--- src/rtl/ramp_adc_ctrl.sv ---
// Single-slope ADC controller: steps a PWM-DAC ramp, waits for filter settling, samples the comparator.
// Optional build macro RAMP_ADC_AVG_EN: four back-to-back ramps per start, averaged result.
module ramp_adc_ctrl #(
    parameter int WIDTH          = 8,
    parameter int SETTLE_PERIODS = 4
) (
    input  logic             clk,
    input  logic             reset,
    input  logic             start,
    input  logic             cmp_in,
    output logic             pwm_out,
    output logic [WIDTH-1:0] code_out,
    output logic             busy,
    output logic             done,
    output logic [WIDTH-1:0] result,
    output logic             overrange
);
    localparam int PW = (SETTLE_PERIODS > 1) ? $clog2(SETTLE_PERIODS) : 1;
    localparam logic [WIDTH-1:0] MAX_CODE = '1;
    localparam logic [PW-1:0]    LAST_PERIOD = PW'(SETTLE_PERIODS - 1);

    typedef enum logic [1:0] {IDLE, RAMP, DONE} state_t;

    state_t           state;
    logic [WIDTH-1:0] pwm_cnt;
    logic [PW-1:0]    period_cnt;
    logic             cmp_s1;
    logic             cmp_s;
    logic [WIDTH-1:0] pwm_cnt_inc;
    logic [WIDTH-1:0] code_inc;
    logic             sample_point;
    logic             ramp_end;

    assign pwm_cnt_inc  = pwm_cnt + 1'b1;
    assign code_inc     = code_out + 1'b1;
    assign sample_point = (pwm_cnt == MAX_CODE) && (period_cnt == LAST_PERIOD);
    // A ramp ends on a comparator trip or when full scale is sampled without one.
    assign ramp_end     = cmp_s || (code_out == MAX_CODE);

`ifdef RAMP_ADC_AVG_EN
    logic [WIDTH+1:0] acc;
    logic [1:0]       ramp_idx;
    logic             ovr_any;
    logic [WIDTH+1:0] sum_next;

    assign sum_next = acc + {2'b00, code_out};
`endif

    always_ff @(posedge clk) begin
        if (reset) begin
            state      <= IDLE;
            pwm_out    <= 1'b0;
            code_out   <= '0;
            busy       <= 1'b0;
            done       <= 1'b0;
            result     <= '0;
            overrange  <= 1'b0;
            pwm_cnt    <= '0;
            period_cnt <= '0;
            cmp_s1     <= 1'b0;
            cmp_s      <= 1'b0;
`ifdef RAMP_ADC_AVG_EN
            acc        <= '0;
            ramp_idx   <= '0;
            ovr_any    <= 1'b0;
`endif
        end else begin
            cmp_s1 <= cmp_in;
            cmp_s  <= cmp_s1;
            done   <= 1'b0;
            case (state)
                IDLE: begin
                    pwm_out    <= 1'b0;
                    code_out   <= '0;
                    pwm_cnt    <= '0;
                    period_cnt <= '0;
                    busy       <= 1'b0;
`ifdef RAMP_ADC_AVG_EN
                    acc        <= '0;
                    ramp_idx   <= '0;
                    ovr_any    <= 1'b0;
`endif
                    if (start) begin
                        state <= RAMP;
                        busy  <= 1'b1;
                    end
                end
                RAMP: begin
                    if (sample_point) begin
                        pwm_cnt    <= '0;
                        period_cnt <= '0;
                        if (ramp_end) begin
`ifdef RAMP_ADC_AVG_EN
                            if (ramp_idx == 2'd3) begin
                                result    <= sum_next[WIDTH+1:2];
                                overrange <= ovr_any | ~cmp_s;
                                state     <= DONE;
                                done      <= 1'b1;
                                busy      <= 1'b0;
                                pwm_out   <= 1'b0;
                            end else begin
                                // Next ramp starts immediately from code 0.
                                acc      <= sum_next;
                                ovr_any  <= ovr_any | ~cmp_s;
                                ramp_idx <= ramp_idx + 2'd1;
                                code_out <= '0;
                                pwm_out  <= 1'b0;
                            end
`else
                            result    <= code_out;
                            overrange <= ~cmp_s;
                            state     <= DONE;
                            done      <= 1'b1;
                            busy      <= 1'b0;
                            pwm_out   <= 1'b0;
`endif
                        end else begin
                            code_out <= code_inc;
                            pwm_out  <= 1'b1;
                        end
                    end else begin
                        // pwm_out is computed from the next counter value so it lines up with pwm_cnt.
                        pwm_cnt <= pwm_cnt_inc;
                        pwm_out <= (pwm_cnt_inc < code_out);
                        if (pwm_cnt == MAX_CODE) begin
                            period_cnt <= period_cnt + 1'b1;
                        end
                    end
                end
                DONE: begin
                    state    <= IDLE;
                    code_out <= '0;
                    pwm_out  <= 1'b0;
                    busy     <= 1'b0;
                end
                default: begin
                    state <= IDLE;
                end
            endcase
        end
    end
endmodule
--- config.mk ---
export PLATFORM = sky130hd
export DESIGN_NAME = ramp_adc_ctrl
export DESIGN_NICKNAME = d
export VERILOG_FILES = /design/src/rtl/ramp_adc_ctrl.sv
export SDC_FILE = /design/constraint.sdc
export NUM_CORES = 1
export LEC_CHECK = 0
export ABC_AREA = 1
export BUFFER_PORTS_ARGS = -buffer_cell sky130_fd_sc_hd__buf_4
export CAP_MARGIN = 10
export CORE_ASPECT_RATIO = 1.25
export CORE_MARGIN = 3
export CORE_UTILIZATION = 50
export CTS_CLUSTER_SIZE = 24
export DETAILED_ROUTE_END_ITERATION = 10
export PLACE_DENSITY = 0.77
export SKIP_CTS_REPAIR_TIMING = 1
export SYNTH_ARGS = -nofsm -noshare
export SYNTH_HDL_FRONTEND = slang
export SYNTH_SLANG_ARGS = --single-unit
--- constraint.sdc ---
create_clock -name clk -period 4.35 [get_ports clk]
set_input_delay 0.87 -clock clk [delete_from_list [all_inputs] [get_ports clk]]
set_output_delay 0.87 -clock clk [all_outputs]
set_load 0.01 [all_outputs]
Word level (Yosys, flattened, before mapping) --
Cells that the tools add are included.
Cells by class: order comparisons 1, reduce and logical (&&, ||, !) cells 13, equal/unequal tests 10, add/sub/neg operators 3, multiplexer cells 20, bitwise operators 3
Operator list (number):
- $pmux 8 s2 | 2
- $mux 8 | 3
- $add 8x1->8 const B | 2
- $eq 8x8->1 const B | 2
- $reduce_and 3->1 | 4
- $mux 2 | 5
- $lt 8x8->1 | 1
- $ne 2x2->1 const B | 4
- $pmux 2 s2 | 2
- $mux 1 | 6
- $eq 2x2->1 const B | 2
- $reduce_bool 2->1 | 2
- $ne 3x3->1 const B | 1
- $not 1->1 | 3
- $pmux 1 s3 | 1
- $reduce_bool 3->1 | 1
- $reduce_or 3->1 | 1
- $add 2x1->2 const B | 1
- $eq 2x1->1 const B | 1
- $logic_not 2->1 | 1
- $pmux 1 s2 | 1
- $reduce_and 2->1 | 1
- $reduce_or 2->1 | 1
- $logic_and 1x1->1 | 1
- $logic_or 1x1->1 | 1
Word-level totals: logic and storage cells 61, bits in registers 34, input port bits 4, output and inout bits 20

Longest topological paths before layout --
Gate-level depths: netlist of run 1.
depth in word-level cells 5, mapped depth 14, depth with buffers taken out 14

Worst setup path after synthesis of run 1 --
Ideal clock, no wire load.
path type flip-flop to flip-flop, from reg pwm_cnt[0], to reg pwm_out, path slack 2.485 ns, clock period less this slack 1.865 ns, cell stages (with the launch flop) 14, setup time 0.134 ns, data required time 4.216 ns, path buffers 0, arrival 1.731 ns, cell sequence dfxtp_1 > ha_1 > nand2_2 > nor2_4 > nand3_1 > xor2_1 > inv_1 > ha_1 > nand2_1 > o21a_1 > nand2_1 > nand2_1 > nand2_1 > a21oi_1
Between the ends: longest elaborated chain between the ends 4, elaborated cells on any way between the ends 6, classes of those cells 1 x add/sub; 1 x order compare; 1 x eq/ne; 2 x mux; 1 x reduce/logical
RTL lines:
- start, declared | RTL line 25 | logic [WIDTH-1:0] pwm_cnt;
- start signal, assigned | RTL line 123 | pwm_cnt <= pwm_cnt_inc;
- $add 8x1->8 or $eq 8x8->1 (tied branches) | RTL line 34, 36
- $lt 8x8->1 or $logic_and 1x1->1 (tied branches) | RTL line 124, 36
- $mux 1 * | RTL line 89 | if (sample_point) begin
- $pmux 1 s2 * | RTL line 71 | case (state)
- end signal, assigned | RTL line 124 | pwm_out <= (pwm_cnt_inc < code_out);
- end, declared | RTL line 11 | output logic pwm_out,
Every way passes the cells marked *; elsewhere a longest branch is shown, timed or not. A chain may end at the register's enable or synchronous reset.

Final worst setup path of run 1 --
Ends and elaborated chain as after synthesis.

==> results.md, run 1 <==
- Number of buffers created by CTS: 5
- Count of buffering cells on the critical path with inverters included: 1
- Max-cap violations: 0
- TritonRoute pass-1 iters: 4
- Final critical path time including I/O delays and setup: 2.00 ns
- Routed wire length: 3970 um
- Post-layout net count: 304
- Capturing element type of the critical path: flop
- DRC violations left: 0
- Count of inserted antenna diode cells: 0
- Most frequent cell on the critical path: sky130_fd_sc_hd__nand2_1
- Share of async-settable or async-resettable flops after synthesis: 0%
- Wire per inst: 12.2 um
- Period utilisation layout: 46.1%
- Post-synthesis net count: 281
- Worst slew pin tran: 0.677 ns
- Cells along the critical path: ha_1 > nand2_2 > nor2_4 > nand3_1 > xor2_1 > inv_1 > ha_1 > nand2_1 > o21a_1 > nand2_1 > nand2_1 > nand2_1 > a21oi_1
- Final-layout fill cell count: 327
- Clock tree sinks: 34
- Largest net degree at the start of global routing: 19
- Antenna violations before repair: 0
- Wire length of the first global-routing pass: 6620 um
- Most common cell in the synthesized netlist: sky130_fd_sc_hd__nand2_1
- TritonCTS clock tree: built
- Hold Crit Class: flop to flop
- Mean area per synthesized cell: 7.30 um^2
- Total die area: 4610 um^2
- Number of vias per cell: 5.23
- DRT iter0 DRCs: 101
- Placer Congestion: 0.854
- Standard cell with the maximum stage delay on the critical path: sky130_fd_sc_hd__dfxtp_1
- Number of routed nets with antenna violations: 0
- Count of final max-slew check failures: 0
- Cell type with the largest total area after synthesis: sky130_fd_sc_hd__dfxtp_1
- Cell types with the largest area share after synthesis: sky130_fd_sc_hd__dfxtp_1 (36%), sky130_fd_sc_hd__nand2_1 (12%), sky130_fd_sc_hd__ha_1 (9.8%)
- Area share of the leading cell type in the synthesized netlist: 35.6%
- Placeable core region: 3570 um^2
- Vias: 1,701
- Global-route total usage across every layer: 19.4%
- Number of instances in the synthesized netlist: 262
- Number of rows in the core area: 24
- Number of global-route vias before repair: 1,538
- Endpoints failing setup: 0
- Boundary Pins: 24
- Relative max-transition margin: 54.7%
- Worst Hold Margin: 0.404 ns
- EDFF count, synth: 0
- Die H: 75.1 um
- Setup TNS: 0 ns
- Final cell count without fillers: 325
- Fraction of layout cells with a size suffix above 1: 15.0%
- Clk slew on worst S/H paths: 0.07 ns
- Worst-skew pair later-pin latency: 0.29 ns
- Worst IR drop on VDD: 0.210 mV
- Grt ovf: 0
- Total number of H-tree levels: 2
- Post-synthesis instance area: 1910 um^2
- Die W: 61.3 um
- Placed cell count: 317
- Max Clk Rate: 0.499 GHz
- Power per Cell Area: 306 nW/um^2
- Hold violation count in the final report: 0
- Number of port buffers: 23
- Cell family with the largest share of critical-path delay: simple AND/OR/NAND/NOR gates
- Ys Warns: 0
- Highest fanout seen on the critical path: 5
- Root buffer cell: sky130_fd_sc_hd__clkbuf_8
- Unique cell type count in the Yosys netlist: 27
- Result of the run: finished clean
- Post-detailed-placement half-perimeter wirelength: 2950 um
- Setup repair after global routing missed its margin: false
- Peak per-stage delay on the critical path: 0.40 ns
- Final worst clock skew: 0.00616 ns
- Req. time, crit path: 4.52 ns
- Start-to-end type of the worst setup path: flop to flop
- Number of storage elements in the synthesis netlist: 34
- Static power due to leakage: 1.04 nW
- Worst Path Arrival: 2.18 ns
- Buffer depth of the longest clock path: 2
- Synth Flop Type: sky130_fd_sc_hd__dfxtp_1
- Post-synthesis sequential area ratio: 35.6%
- Sort of element at the start of the critical path: flop
- Top post-synthesis cells by count: sky130_fd_sc_hd__nand2_1 (62), sky130_fd_sc_hd__dfxtp_1 (34), sky130_fd_sc_hd__inv_1 (33), sky130_fd_sc_hd__nor2_1 (30), sky130_fd_sc_hd__a21oi_1 (29)
- Area grow syn2layout: 13.8%
- Initial core utilization: 53.5%
-- area by class of cell --
cell class                      count  area (um^2)  area share [%]
Multi-Input combinational cell    188         1060            48.6
Timing Repair Buffer               23          173            7.94
Inverter                           33          124            5.69
Clock inverter                      1         5.00           0.230
Tap cell                           39         48.8            2.24
Sequential cell                    34          681            31.3
Clock buffer                        7         86.3            3.97
-- placed cells by master, fill, tap and decap left out, drive strengths merged, types with 2 or more instances in the layout --
cell,count
a21oi,31
buf,23
clkbuf,7
dfxtp,34
ha,15
inv,33
nand2,67
nand3,11
nor2,34
nor3,3
o21a,2
o21ai,17
xor2,5
-- flip-flops by register name (all words and copies together) (netlist names) --
signal	flops
overrange	1
period_cnt	2
code_out	8
cmp_s	1
pwm_cnt	8
cmp_s1	1
result	8
done	1
busy	1
state	2
pwm_out	1
-- worst reg2reg max path, stage by stage, from the launching register on --
cell and delay, ns:
sky130_fd_sc_hd__dfxtp_1 0.40, sky130_fd_sc_hd__ha_1 0.22, sky130_fd_sc_hd__nand2_2 0.08, sky130_fd_sc_hd__nor2_4 0.15
sky130_fd_sc_hd__nand3_1 0.11, sky130_fd_sc_hd__xor2_1 0.15, sky130_fd_sc_hd__inv_1 0.07, sky130_fd_sc_hd__ha_1 0.27
sky130_fd_sc_hd__nand2_1 0.07, sky130_fd_sc_hd__o21a_1 0.18, sky130_fd_sc_hd__nand2_1 0.05, sky130_fd_sc_hd__nand2_1 0.04
sky130_fd_sc_hd__nand2_1 0.05, sky130_fd_sc_hd__a21oi_1 0.05
-- where the power goes --
group	switching (mW)	leakage, nW	internal (mW)	total [mW]
Sequential	0.0114	0.276	0.321	0.332
Clock	0.116	0.0482	0.128	0.244
Combinational	0.0558	0.713	0.0336	0.0894
Total	0.184	1.04	0.482	0.666
-- final timing paths --
kind	start	cells past startpoint	slack (ns)	endpoint
hold / removal	cmp_s1	2	0.40	cmp_s
setup reg to reg	pwm_cnt[0]	13	2.35	pwm_out
hold reg to reg	cmp_s1	2	0.40	cmp_s
setup / recovery	pwm_cnt[0]	13	2.35	pwm_out
-- through the flow --
| step | setup slack [ns] | total power [mW] | util [%] | cell area, um^2 |
|---|---|---|---|---|
| 2_1_floorplan | 2.49 | 0.404 | - | 1910 |
| 3_3_place_gp | 2.42 | 0.428 | 58.3 | 2080 |
| 3_5_place_dp | 2.37 | 0.430 | 58.3 | 2080 |
| 4_1_cts | 2.35 | 0.669 | 60.9 | 2180 |
| 5_1_grt | 2.13 | 0.700 | 60.9 | 2180 |
| 6_report | 2.35 | 0.666 | 60.9 | 2180 |
-- kinds of logic after synthesis --
group,after synthesis,synth area share [%]
buf+inv,40,9.03
flops,34,35.6
fa+ha+maj,15,9.82
xor+xnor,6,2.75
compound gates,51,14.1
simple gates,116,28.7
-- routing by layer --
layer	vias to the layer above	track usage, %	share of wire (%)
li1	875	-	-
met1	785	23.7	45
met2	31	31.1	49
met3	10	5.83	4.0
met4	0	8.67	2.7
met5	-	0	0
(Power assumes the default switching activity.)
==> run 2, diff against run 1 <==
Clock period 4.35 ns to 2 ns, I/O delays scaled along.
==> results.md, run 2 (synthesis gave the netlist of run 1 again) <==
- Result of the run: finished clean (unchanged)
- Static power due to leakage: 1.08 nW (was 1.04 nW)
- Worst Path Arrival: 2.01 ns (was 2.18 ns)
- Vias: 1,663 (was 1,701)
- Die H: 75.1 um (unchanged)
- Period utilisation layout: 91.4% (was 46.1%)
- Global-route total usage across every layer: 19.9% (was 19.4%)
- Power per Cell Area: 676 nW/um^2 (was 306 nW/um^2)
- Final worst clock skew: 0.00772 ns (was 0.00616 ns)
- Setup repair after global routing missed its margin: false (unchanged)
- Wire length of the first global-routing pass: 6740 um (was 6620 um)
- Initial core utilization: 53.5% (unchanged)
- Count of final max-slew check failures: 0 (unchanged)
- Clock tree sinks: 34 (unchanged)
- Number of global-route vias before repair: 1,513 (was 1,538)
- DRC violations left: 0 (unchanged)
- Relative max-transition margin: 68.6% (was 54.7%)
- Largest registers: code_out x8, pwm_cnt x8, result x8 (unchanged)
- Clk slew on worst S/H paths: 0.07 ns (about the same)
- Capturing element type of the critical path: flop (unchanged)
- Max Clk Rate: 0.547 GHz (was 0.499 GHz)
- Total number of H-tree levels: 2 (unchanged)
- Post-layout net count: 310 (was 304)
- Final-layout fill cell count: 325 (was 327)
- Buffer depth of the longest clock path: 2 (unchanged)
- Start-to-end type of the worst setup path: flop to flop (unchanged)
- Max-cap violations: 0 (unchanged)
- Leading cell type in the layout, fill and taps excluded: sky130_fd_sc_hd__nand2_1 (unchanged)
- Worst slew pin tran: 0.471 ns (was 0.677 ns)
- Number of routed nets with antenna violations: 0 (unchanged)
- Fraction of layout cells with a size suffix above 1: 19.5% (was 15.0%)
- Hold Crit Class: input port to flop (was flop to flop)
- Worst-skew pair later-pin latency: 0.29 ns (about the same)
- Post-Route Utilization: 63.2% (was 60.9%)
- Worst IR drop on VDD: 0.449 mV (was 0.210 mV)
- Setup TNS: 0 ns (unchanged)
- Area grow syn2layout: 18.2% (was 13.8%)
- Placeable core region: 3570 um^2 (unchanged)
- Die W: 61.3 um (unchanged)
- Routed wire length: 3980 um (was 3970 um)
- Highest fanout seen on the critical path: 4 (was 5)
- Post-detailed-placement half-perimeter wirelength: 2870 um (was 2950 um)
- Root buffer cell: sky130_fd_sc_hd__clkbuf_8 (unchanged)
- Leading cell types in the layout, fill and taps excluded: sky130_fd_sc_hd__nand2_1 (62), sky130_fd_sc_hd__inv_1 (33), sky130_fd_sc_hd__dfxtp_1 (31) (was sky130_fd_sc_hd__nand2_1 (62), sky130_fd_sc_hd__dfxtp_1 (34), sky130_fd_sc_hd__inv_1 (33))
- Number of port buffers: 23 (unchanged)
- Number of buffers created by CTS: 5 (unchanged)
- Count of inserted antenna diode cells: 0 (unchanged)
- Number of rows in the core area: 24 (unchanged)
- Boundary Pins: 24 (unchanged)
- TritonCTS clock tree: built (unchanged)
- Req. time, crit path: 2.18 ns (was 4.52 ns)
- TritonRoute pass-1 iters: 4 (unchanged)
- Antenna violations before repair: 0 (unchanged)
- Sort of element at the start of the critical path: flop (unchanged)
- Total die area: 4610 um^2 (unchanged)
- Endpoints failing setup: 0 (unchanged)
- Largest net degree at the start of global routing: 19 (unchanged)
- Number of vias per cell: 5.02 (was 5.23)
- Hold violation count in the final report: 0 (unchanged)
- Wire per inst: 12.0 um (was 12.2 um)
- Placer Congestion: 0.842 (was 0.854)
- DRT iter0 DRCs: 56 (was 101)
- Final critical path time including I/O delays and setup: 1.83 ns (was 2.00 ns)
- Grt ovf: 0 (unchanged)
run 2: critical path, cell delays in order, from the launching register on:
cell and delay (ns):
sky130_fd_sc_hd__dfxtp_2 0.35, sky130_fd_sc_hd__ha_2 0.20, sky130_fd_sc_hd__nand2_2 0.07, sky130_fd_sc_hd__nor2_4 0.09, sky130_fd_sc_hd__nand3_1 0.08, sky130_fd_sc_hd__xor2_1 0.14
sky130_fd_sc_hd__inv_1 0.07, sky130_fd_sc_hd__ha_1 0.27, sky130_fd_sc_hd__nand2_1 0.06, sky130_fd_sc_hd__o21a_1 0.18, sky130_fd_sc_hd__nand2_1 0.06, sky130_fd_sc_hd__nand2_1 0.04
sky130_fd_sc_hd__nand2_1 0.05, sky130_fd_sc_hd__a21oi_1 0.05
run 2: where the power goes:
| group | internal, mW | switching [mW] | total, mW |
|---|---|---|---|
| Combinational | 0.0829 | 0.131 | 0.214 |
| Clock | 0.347 | 0.248 | 0.595 |
| Sequential | 0.699 | 0.0200 | 0.719 |
| Total | 1.13 | 0.399 | 1.53 |
run 2: cell type report:
cell class                 count  area, um^2  area share [%]
multi-input combinational    188        1070            47.6
sequential                    34         684            30.3
timing repair buffer          29         218            9.63
inverter                      33         124            5.48
clock buffer                   8         110            4.87
tap                           39        48.8            2.16
run 2: final timing paths:
kind,start,endpoint,slack (ns),cells after the start
min,cmp_in,cmp_s1,0.32,3
max,pwm_cnt[1],pwm_out,0.17,13
max reg2reg,pwm_cnt[1],pwm_out,0.17,13
min reg2reg,cmp_s1,cmp_s,0.40,2
run 2: layer usage:
metal | share of wire, % | track usage [%] | routed length (um) | vias to the layer above
met5 | 0 | 0 | 0 | -
met4 | 1.6 | 7.47 | 63 | 0
met3 | 4.3 | 5.32 | 169 | 5
met2 | 48 | 33.8 | 1920 | 29
met1 | 46 | 23.6 | 1820 | 740
li1 | - | - | - | 889
run 2: through the flow:
stage	cells	power [mW]	area (um^2)	setup WS (ns)	hold slack (ns)
after floorplan	262	0.879	1910	0.135	0.388
after global placement	323	0.944	2130	0.189	0.395
after detailed placement	323	0.946	2130	0.145	0.392
after CTS	331	1.55	2240	0.105	0.307
after global routing	331	1.61	2260	0.00120	0.328
final	331	1.53	2260	0.173	0.317
==> run 3, diff against run 2 <==
Settings changed: PLACE_DENSITY 0.77 to not set, PLACE_DENSITY_LB_ADDON set to 0.15.
==> results.md, run 3 (synthesis gave the netlist of run 1 again) <==
- Result of the run: finished clean (unchanged)
- Die W: 61.3 um (unchanged)
- Largest net degree at the start of global routing: 19 (unchanged)
- Root buffer cell: sky130_fd_sc_hd__clkbuf_8 (unchanged)
- DRC violations left: 0 (unchanged)
- Cell depth of the worst flop-to-flop path: 11 (was 13)
- Routed wire length: 3920 um (was 3980 um)
- TritonRoute pass-1 iters: 4 (unchanged)
- DRT iter0 DRCs: 121 (was 56)
- Global-route total usage across every layer: 18.5% (was 19.9%)
- Worst Path Arrival: 2.00 ns (was 2.01 ns)
- Initial core utilization: 53.5% (unchanged)
- Buffer depth of the longest clock path: 2 (unchanged)
- Clk slew on worst S/H paths: 0.07 ns (about the same)
- Worst IR drop on VDD: 0.343 mV (was 0.449 mV)
- Area grow syn2layout: 17.5% (was 18.2%)
- Post-layout net count: 310 (unchanged)
- Number of routed nets with antenna violations: 0 (unchanged)
- Period utilisation layout: 89.3% (was 91.4%)
- Static power due to leakage: 1.07 nW (was 1.08 nW)
- Clock tree sinks: 34 (unchanged)
- Placeable core region: 3570 um^2 (unchanged)
- Final-layout fill cell count: 364 (was 325)
- Start-to-end type of the worst setup path: flop to flop (unchanged)
- Setup repair after global routing missed its margin: false (unchanged)
- Antenna violations before repair: 0 (unchanged)
- Total number of H-tree levels: 2 (unchanged)
- Die H: 75.1 um (unchanged)
- Wire length of the first global-routing pass: 6200 um (was 6740 um)
- Worst-skew pair later-pin latency: 0.29 ns (about the same)
- TritonCTS clock tree: built (unchanged)
- Leading cell type in the layout, fill and taps excluded: sky130_fd_sc_hd__nand2_1 (unchanged)
- Number of cells traversed by the worst hold path: 3 (unchanged)
- Final critical path time including I/O delays and setup: 1.79 ns (was 1.83 ns)
- Number of rows in the core area: 24 (unchanged)
- Number of buffers created by CTS: 5 (unchanged)
- Hold violation count in the final report: 0 (unchanged)
- Number of port buffers: 23 (unchanged)
- Count of inserted antenna diode cells: 0 (unchanged)
- Hold Crit Class: input port to flop (unchanged)
- Final worst clock skew: 0.00646 ns (was 0.00772 ns)
- Power per Cell Area: 649 nW/um^2 (was 676 nW/um^2)
- Post-detailed-placement half-perimeter wirelength: 2950 um (was 2870 um)
- Max-cap violations: 0 (unchanged)
- Sort of element at the start of the critical path: flop (unchanged)
- Fraction of layout cells with a size suffix above 1: 18.8% (was 19.5%)
- Count of final max-slew check failures: 0 (unchanged)
- Req. time, crit path: 2.22 ns (was 2.18 ns)
- Number of vias per cell: 4.98 (was 5.02)
- Worst slew pin tran: 0.470 ns (was 0.471 ns)
- Vias: 1,649 (was 1,663)
- Post-route cell area: 2250 um^2 (was 2260 um^2)
- Setup TNS: 0 ns (unchanged)
- Relative max-transition margin: 68.6% (about the same)
- Dpl cell area: 2130 um^2 (unchanged)
- Post-Route Utilization: 62.9% (was 63.2%)
- Boundary Pins: 24 (unchanged)
- Max Clk Rate: 0.560 GHz (was 0.547 GHz)
- Wire per inst: 11.8 um (was 12.0 um)
- Largest registers: code_out x8, pwm_cnt x8, result x8 (unchanged)
- Highest fanout seen on the critical path: 4 (unchanged)
- Flop2flop setup slack: 0.21 ns (was 0.17 ns)
- Leading cell types in the layout, fill and taps excluded: sky130_fd_sc_hd__nand2_1 (62), sky130_fd_sc_hd__inv_1 (33), sky130_fd_sc_hd__dfxtp_1 (31) (unchanged)
- Capturing element type of the critical path: flop (unchanged)
- Placer Congestion: 0.830 (was 0.842)
- Grt ovf: 0 (unchanged)
- Endpoints failing setup: 0 (unchanged)
- Number of global-route vias before repair: 1,366 (was 1,513)
- Total die area: 4610 um^2 (unchanged)
## run 3: cell type report
| type | instances | area [um^2] | share of cell area [%] |
|---|---|---|---|
| flip-flops and latches | 34 | 687 | 30.6 |
| well taps | 39 | 48.8 | 2.17 |
| clock inverters | 1 | 5.00 | 0.223 |
| repair buffers | 29 | 218 | 9.69 |
| multi-input cells | 188 | 1080 | 48.0 |
| clock buffers | 7 | 86.3 | 3.84 |
| inverters | 33 | 124 | 5.51 |
## run 3: final timing paths
| kind | start | endpoint |
|---|---|---|
| setup reg to reg | pwm_cnt[3] | pwm_out |
| setup / recovery | pwm_cnt[3] | pwm_out |
| hold / removal | cmp_in | cmp_s1 |
| hold reg to reg | cmp_s1 | cmp_s |
## run 3: metrics by stage
step           hold WS [ns]  worst slack, ns  std cells  total power [mW]
4_1_cts               0.304            0.111        331              1.47
2_1_floorplan         0.388            0.135        262             0.879
5_1_grt               0.322          0.00454        331              1.54
6_report              0.311            0.215        331              1.46
3_3_place_gp          0.388            0.187        323             0.945
3_5_place_dp          0.397            0.129        323             0.949
## run 3: routing by layer
layer	wire length [um]	GRT usage, %
met5	0	0
met4	60	7.95
met3	153	4.63
met2	1920	29.8
met1	1790	23.2
## run 3: critical path: stages, from the launching register on
cell and delay, ns:
sky130_fd_sc_hd__dfxtp_1 0.39, sky130_fd_sc_hd__nand2_1 0.09, sky130_fd_sc_hd__nor2_1 0.10, sky130_fd_sc_hd__nand4_1 0.10, sky130_fd_sc_hd__xor2_1 0.20, sky130_fd_sc_hd__ha_1 0.28, sky130_fd_sc_hd__a21oi_1 0.15, sky130_fd_sc_hd__o21a_1 0.14
sky130_fd_sc_hd__nand2_1 0.05, sky130_fd_sc_hd__nand2_1 0.05, sky130_fd_sc_hd__nand2_1 0.05, sky130_fd_sc_hd__a21oi_1 0.11
## run 3: report_power, final
group | internal, mW | switching (mW) | leakage [nW]
Clock | 0.278 | 0.247 | 0.0482
Sequential | 0.698 | 0.0212 | 0.278
Combinational | 0.0841 | 0.130 | 0.742
